[src/rtl/fpu_pkg.sv]
// fpu_pkg: widths, stage count and port-id type shared by the mantissa multiplier.
package fpu_pkg;
    localparam int MANT_W     = 24;
    localparam int PROD_W     = 48;
    localparam int TAG_W_DFLT = 4;
    localparam int MUL_STAGES = 3;

    typedef enum logic {
        PORT0 = 1'b0,
        PORT1 = 1'b1
    } port_e;

    // Port that round-robin priority moves to after p has been served.
    function automatic port_e other_port(input port_e p);
        return (p == PORT0) ? PORT1 : PORT0;
    endfunction
endpackage

[src/rtl/mant_mul_core.sv]
// mant_mul_core: 24x24 unsigned mantissa multiplier datapath.
// The front half turns a/b into a redundant sum/carry pair.
// The back half resolves a registered sum/carry pair into the final product.
// The caller owns the pipeline registers between the two halves.
module mant_mul_core
    import fpu_pkg::*;
(
    input  logic [MANT_W-1:0] i_a,
    input  logic [MANT_W-1:0] i_b,
    output logic [PROD_W-1:0] o_sum,
    output logic [PROD_W-1:0] o_carry,
    input  logic [PROD_W-1:0] i_sum,
    input  logic [PROD_W-1:0] i_carry,
    output logic [PROD_W-1:0] o_prod
);
    localparam int PAD_W = PROD_W - MANT_W;

    logic [MANT_W-1:0][PROD_W-1:0] w_pp;
    logic [MANT_W-1:0][PROD_W-1:0] w_rs;
    logic [MANT_W-1:0][PROD_W-1:0] w_rc;

    // One shifted copy of a per set bit of b.
    for (genvar gi = 0; gi < MANT_W; gi++) begin : g_pp
        assign w_pp[gi] = i_b[gi] ? ({{PAD_W{1'b0}}, i_a} << gi) : '0;
    end

    // The first row seeds the redundant accumulator.
    assign w_rs[0] = w_pp[0];
    assign w_rc[0] = '0;

    // Carry-save rows. Each 3:2 row folds in one more partial product.
    // A carry shifted out of bit 47 can be dropped safely.
    // The true product always fits in 48 bits.
    for (genvar gi = 1; gi < MANT_W; gi++) begin : g_csa
        assign w_rs[gi] = w_rs[gi-1] ^ w_rc[gi-1] ^ w_pp[gi];
        assign w_rc[gi] = ((w_rs[gi-1] & w_rc[gi-1]) |
                           (w_rs[gi-1] & w_pp[gi])   |
                           (w_rc[gi-1] & w_pp[gi])) << 1;
    end

    assign o_sum   = w_rs[MANT_W-1];
    assign o_carry = w_rc[MANT_W-1];

    // Final carry-propagate adder.
    assign o_prod  = i_sum + i_carry;
endmodule

[src/rtl/mant_mul_arb.sv]
// mant_mul_arb: one mantissa multiplier shared by the FP-mul port (0) and the
// div/sqrt port (1). It uses round-robin arbitration and a 3-stage pipeline.
// Back-pressure comes from the response port owning S3. flush and rst kill
// every product in flight.
module mant_mul_arb
    import fpu_pkg::*;
#(
    parameter int TAG_W = TAG_W_DFLT
) (
    input  logic              clk,
    input  logic              rst,
    input  logic              flush,
    input  logic              req0_valid,
    output logic              req0_ready,
    input  logic [MANT_W-1:0] req0_a,
    input  logic [MANT_W-1:0] req0_b,
    input  logic [TAG_W-1:0]  req0_tag,
    input  logic              req1_valid,
    output logic              req1_ready,
    input  logic [MANT_W-1:0] req1_a,
    input  logic [MANT_W-1:0] req1_b,
    input  logic [TAG_W-1:0]  req1_tag,
    output logic              rsp0_valid,
    input  logic              rsp0_ready,
    output logic [PROD_W-1:0] rsp0_prod,
    output logic [TAG_W-1:0]  rsp0_tag,
    output logic              rsp1_valid,
    input  logic              rsp1_ready,
    output logic [PROD_W-1:0] rsp1_prod,
    output logic [TAG_W-1:0]  rsp1_tag
);
    localparam int STAGES = MUL_STAGES;

    // r_vld_pipe[n] is the valid bit of stage Sn.
    logic [STAGES:1]   r_vld_pipe;
    port_e             r_ptr;

    logic [MANT_W-1:0] r_s1_a;
    logic [MANT_W-1:0] r_s1_b;
    port_e             r_s1_port;
    logic [TAG_W-1:0]  r_s1_tag;

    logic [PROD_W-1:0] r_s2_sum;
    logic [PROD_W-1:0] r_s2_carry;
    port_e             r_s2_port;
    logic [TAG_W-1:0]  r_s2_tag;

    logic [PROD_W-1:0] r_s3_prod;
    port_e             r_s3_port;
    logic [TAG_W-1:0]  r_s3_tag;

    logic              w_stall;
    logic              w_gnt0;
    logic              w_gnt1;
    logic              w_acc;
    port_e             w_ptr_nxt;
    port_e             w_in_port;
    logic [MANT_W-1:0] w_in_a;
    logic [MANT_W-1:0] w_in_b;
    logic [TAG_W-1:0]  w_in_tag;
    logic [PROD_W-1:0] w_sum;
    logic [PROD_W-1:0] w_carry;
    logic [PROD_W-1:0] w_prod;
    logic              w_rsp_live;

    // Only the consumer of the product sitting in S3 can hold the pipe.
    assign w_stall = r_vld_pipe[STAGES] &&
                     ((r_s3_port == PORT0) ? !rsp0_ready : !rsp1_ready);

    // Grant logic. The pointer port wins a tie, and the pointer moves past the winner.
    // No grant is made while in reset, flushed or stalled.
    always_comb begin
        w_gnt0    = 1'b0;
        w_gnt1    = 1'b0;
        w_ptr_nxt = r_ptr;
        if (!rst && !flush && !w_stall) begin
            if (req0_valid && (!req1_valid || r_ptr == PORT0))
                w_gnt0 = 1'b1;
            else if (req1_valid)
                w_gnt1 = 1'b1;
        end
        if (w_gnt0)
            w_ptr_nxt = other_port(PORT0);
        else if (w_gnt1)
            w_ptr_nxt = other_port(PORT1);
    end

    assign w_acc      = w_gnt0 | w_gnt1;
    assign req0_ready = w_gnt0;
    assign req1_ready = w_gnt1;

    assign w_in_port  = w_gnt1 ? PORT1    : PORT0;
    assign w_in_a     = w_gnt1 ? req1_a   : req0_a;
    assign w_in_b     = w_gnt1 ? req1_b   : req0_b;
    assign w_in_tag   = w_gnt1 ? req1_tag : req0_tag;

    mant_mul_core u_core (
        .i_a     (r_s1_a),
        .i_b     (r_s1_b),
        .o_sum   (w_sum),
        .o_carry (w_carry),
        .i_sum   (r_s2_sum),
        .i_carry (r_s2_carry),
        .o_prod  (w_prod)
    );

    // Priority pointer. Port 0 gets priority after reset, and the pointer moves only on a grant.
    always_ff @(posedge clk) begin
        if (rst)
            r_ptr <= PORT0;
        else
            r_ptr <= w_ptr_nxt;
    end

    // Stage valids. A kill beats a stall, and bubbles advance whenever the pipe is free.
    always_ff @(posedge clk) begin
        if (rst || flush)
            r_vld_pipe <= '0;
        else if (!w_stall)
            r_vld_pipe <= {r_vld_pipe[STAGES-1:1], w_acc};
    end

    // Payload registers. These are not reset and are qualified by the valids above.
    always_ff @(posedge clk) begin
        if (!w_stall) begin
            r_s1_a     <= w_in_a;
            r_s1_b     <= w_in_b;
            r_s1_port  <= w_in_port;
            r_s1_tag   <= w_in_tag;
            r_s2_sum   <= w_sum;
            r_s2_carry <= w_carry;
            r_s2_port  <= r_s1_port;
            r_s2_tag   <= r_s1_tag;
            r_s3_prod  <= w_prod;
            r_s3_port  <= r_s2_port;
            r_s3_tag   <= r_s2_tag;
        end
    end

    // A product being killed this cycle is never offered to a consumer.
    assign w_rsp_live = r_vld_pipe[STAGES] && !flush && !rst;
    assign rsp0_valid = w_rsp_live && (r_s3_port == PORT0);
    assign rsp1_valid = w_rsp_live && (r_s3_port == PORT1);
    assign rsp0_prod  = r_s3_prod;
    assign rsp1_prod  = r_s3_prod;
    assign rsp0_tag   = r_s3_tag;
    assign rsp1_tag   = r_s3_tag;
endmodule

[config.mk]
export PLATFORM = sky130hd
export DESIGN_NAME = mant_mul_arb
export DESIGN_NICKNAME = d
export VERILOG_FILES = /design/src/rtl/fpu_pkg.sv /design/src/rtl/mant_mul_core.sv /design/src/rtl/mant_mul_arb.sv
export SDC_FILE = /design/constraint.sdc
export NUM_CORES = 1
export LEC_CHECK = 0
export CORE_UTILIZATION = 55
export DETAILED_ROUTE_END_ITERATION = 12
export GPL_TIMING_DRIVEN = 0
export PLACE_DENSITY_LB_ADDON = 0.25
export SLEW_MARGIN = 20
export SYNTH_ARGS = -nofsm -noshare
export SYNTH_HDL_FRONTEND = slang
export SYNTH_SLANG_ARGS = --single-unit
[constraint.sdc]
create_clock -name clk -period 16.4 [get_ports clk]
set_input_delay 3.28 -clock clk [delete_from_list [all_inputs] [get_ports clk]]
set_output_delay 3.28 -clock clk [all_outputs]
set_load 0.02 [all_outputs]
==> impl.org <==
** Clock tree
- After clock tree synthesis, the clock-pin slew on the worst setup and hold paths is 0.08 ns.
- CTS Buffer Depth :: 2
- Number of buffers added by the clock tree synthesis step :: 17
- At the later pin of the worst-skew pair, clock insertion delay measures 0.47 ns.
- The number of hold buffers added after CTS was 0.
- H-tree depth :: 4
- The tree is rooted in a clkbuf_16.
- Post-CTS setup buffer count :: 0
- TritonCTS built the clock tree.
- The number of gates resized after CTS was 0.
- CTS saw 185 sinks.

** Setup path
- Start of the worst register-to-register path :: r_s1_b[1]$_DFFE_PN_
- Type of element launching the critical path :: register
- The worst setup path is of the reg -> reg kind.
- The critical path starts at r_s1_b[1]$_DFFE_PN_.
- Cell at the slowest stage of the critical path :: edfxtp_1
- STA classifies the critical path endpoint as a register.
- Counting both buffers and inverters, the worst setup path holds a total of 7.
- Among cell families on the critical path, the largest total delay comes from adder cells.
- Required time worst endpoint :: 16.63 ns
- Max Fanout on Critical Path :: 10
- Largest stage delay, worst path :: 0.56 ns
- At the worst endpoint, the arrival time is 12.65 ns.
- Most frequent cell on the critical path :: fa_1

** Floorplan
- Once the floorplan was initialized, standard cells occupied 56.11% of the core.
- Die extent in x :: 203.8 um
- Measured along the y axis, the die boundary spans 203.8 um.
- In this run the count of I/O pins placed on the die edge is 219.
- The region available for standard cell placement spans 39910 sq um.
- Standard-cell row count :: 73
- Area of the die :: 41530 sq um

** Layout
- The repair_antennas step left the layout with diodes totalling 0.
- After filler insertion, the fill cell instance count of the layout stands at 3094.
- Nets :: 2790
- Cells with a size suffix above 1 make up 7.059% of the layout.
- Relative to the synthesized area, the layout overhead comes to 15.42%.

** Timing
- The worst path uses 75.74% of the clock period.
- Hold Slack :: 0.4195 ns
- Setup violations remaining at the end of the flow were counted as 0.
- Final period demand of the worst path :: 12.42 ns
- Final sum of negative setup slack :: 0 ns
- Tightest Pin Transition :: 0.7734 ns
- Relative max-transition margin :: 48.44%
- The final-report hold violation count is 0.
- For the final database, setup skew stands at 0.01188 ns.
- Fin. max-slew vios :: 0
- Setup repair after global routing left no endpoint under its margin.
- Derived from the worst setup path, the maximum achievable clock frequency is 80.51 MHz.

** Drt
- Met2 wire length :: 24540 um
- The detailed router used layers up to and including met4.
- First-iteration detailed-routing DRC count :: 719
- Average wire per cell in the routed design :: 17.87 um
- Remaining routing DRC violations :: 0
- Mean number of vias per cell :: 5.215
- In the final routing, the length of wire on met1 measures 20100 um.
- Total routed wirelength :: 47600 um
- Vias :: 13.89k
- In this run the remaining antenna-violating nets after routing total 0.
- The first detailed-routing pass took 6 iterations.
- Total met3 wirelength after detailed routing :: 1607 um

** Synthesis
- Count of flip-flops with a built-in enable after synthesis :: 181
- Yosys warns :: 0
- A synthesized cell averages 11.86 sq um.
- Cell count after synthesis :: 1888
- Of the synthesized area, sequential elements account for 24.62%.
- The number of different library cells used by synthesis comes to 53.
- Synthesis produced a netlist with a net count of 2552.
- Counting flops and latches in the post-synthesis netlist gives 185.
- After synthesis the cells add up to 22400 sq um.
- Proportion of register bits with asynchronous set or reset after synthesis :: 0%
- The most used flip-flop cell after synthesis is edfxtp_1.

** Global routing
- For this run the aggregate overflow at the end of global routing stands at 0.
- In the global route stage, overall resource usage came out at 24.49%.
- The via count of the first global-routing pass is 14.93k.
- Antenna violations before repair :: 2
- The first global-routing pass estimated 76830 um of wire.
- Entering global routing, the biggest net connects 106 pins.

** Placement
- Routability-driven placement finished with a final weighted congestion of 0.8489.
- Buffers placed on the I/O ports in this run total 218.
- After legalization and detailed placement, the total HPWL measured 40660 um.

** Status
- Run status :: finished clean

** Hold path
- In this run the worst hold path is classified as reg -> reg.
- Hold Crit Start :: r_s2_port$_DFFE_PN_

** Job
- Reported max-cap violation count :: 0
[cells in the mapped netlist, drive strengths merged (3+ instances only)]
cell type | instances | area (sq um)
mux2 | 52 | 769.5
dfxtp | 4 | 80.08
buf | 59 | 462.9
nand4 | 4 | 25.02
fa | 507 | 10150
a21oi | 21 | 108.9
xnor2 | 12 | 105.1
nand2 | 345 | 1295
inv | 196 | 735.7
o21a | 5 | 37.54
a211oi | 3 | 32.53
xor2 | 5 | 43.79
nand2b | 5 | 31.28
nor2 | 21 | 78.83
a31oi | 3 | 18.77
nor3 | 10 | 61.31
o21ai | 10 | 53.80
and3 | 4 | 25.02
nand3 | 8 | 52.55
and4 | 3 | 26.28
and2 | 249 | 1558
ha | 46 | 575.6
nor2b | 4 | 25.02
clkbuf | 104 | 391.6
a21o | 5 | 37.54
edfxtp | 181 | 5435
[worst paths after layout]
path / end / slack, ns / cells past startpoint
setup / recovery: r_s2_sum[24]$_DFFE_PN_ / 3.98 / 31
hold / removal: r_s3_port$_DFFE_PN_ / 0.42 / 0
setup reg to reg: r_s2_sum[24]$_DFFE_PN_ / 3.98 / 31
hold reg to reg: r_s3_port$_DFFE_PN_ / 0.42 / 0
[area by class of cell]
type,count,area (sq um),share of cell area [%]
Sequential cell,185,5515,21.33
Multi-Input combinational cell,1344,15290,59.16
Inverter,196,743.2,2.875
Tap cell,525,656.9,2.541
Buffer,163,854.6,3.306
Clock inverter,15,153.9,0.5953
Timing Repair Buffer,219,2210,8.548
Clock buffer,17,425.4,1.646
[kinds of logic (layout without fill, tap and decap cells)]
family | after synthesis | in the layout | share of synthesized area [%]
simple gates | 655 | 655 | 14.25
fa+ha+maj | 553 | 553 | 47.89
buf+inv | 359 | 610 | 7.100
flops | 185 | 185 | 24.62
compound gates | 65 | 65 | 1.955
mux | 54 | 54 | 3.525
xor+xnor | 17 | 17 | 0.6648
[worst reg2reg max path, delay by kind of cell, from the launching register on]
kind | cells | cell delay, ns
adders and majority gates | 23 | 10.52
buffers and inverters | 7 | 0.85
DFF | 1 | 0.56
and+or+nand+nor | 1 | 0.23
[layer usage]
metal  vias up  GRT usage (%)
li1       6241              -
met1      7319          32.58
met2       286          42.10
met3        46          2.477
met4         0          8.512
met5         -              0
[through the flow]
stage,utilization (%),cell area (sq um),std cells,worst slack [ns]
2_1_floorplan,-,22400,1888,4.922
3_3_place_gp,63.23,25240,2631,4.198
3_5_place_dp,63.31,25270,2632,4.059
4_1_cts,64.77,25850,2664,4.037
5_1_grt,64.77,25850,2664,3.643
6_report,64.77,25850,2664,3.979
[cells in the final DEF, fill, tap and decap left out, types with 20 or more instances in the layout]
cell type and instances:
clkdlybuf4s50_1 218, mux2_4 49, inv_1 195, ha_1 46, a21oi_1 20, fa_1 507
edfxtp_1 181, nor2_1 21, buf_4 52, nand2_1 345, and2_1 249, clkbuf_1 103
[flip-flops by register name, summed over array words and instances (netlist names)]
| register | count |
|---|---|
| r_ptr | 1 |
| r_s1_a | 24 |
| r_s1_b | 24 |
| r_s1_port | 1 |
| r_s1_tag | 4 |
| r_s2_carry | 23 |
| r_s2_port | 1 |
| r_s2_sum | 47 |
| r_s2_tag | 4 |
| r_s3_port | 1 |
| r_vld_pipe | 3 |
| rsp0_prod | 48 |
| rsp0_tag | 4 |
Power is not shown: default switching activity piles up to over one toggle a cycle in this logic, so the estimate is an artifact.
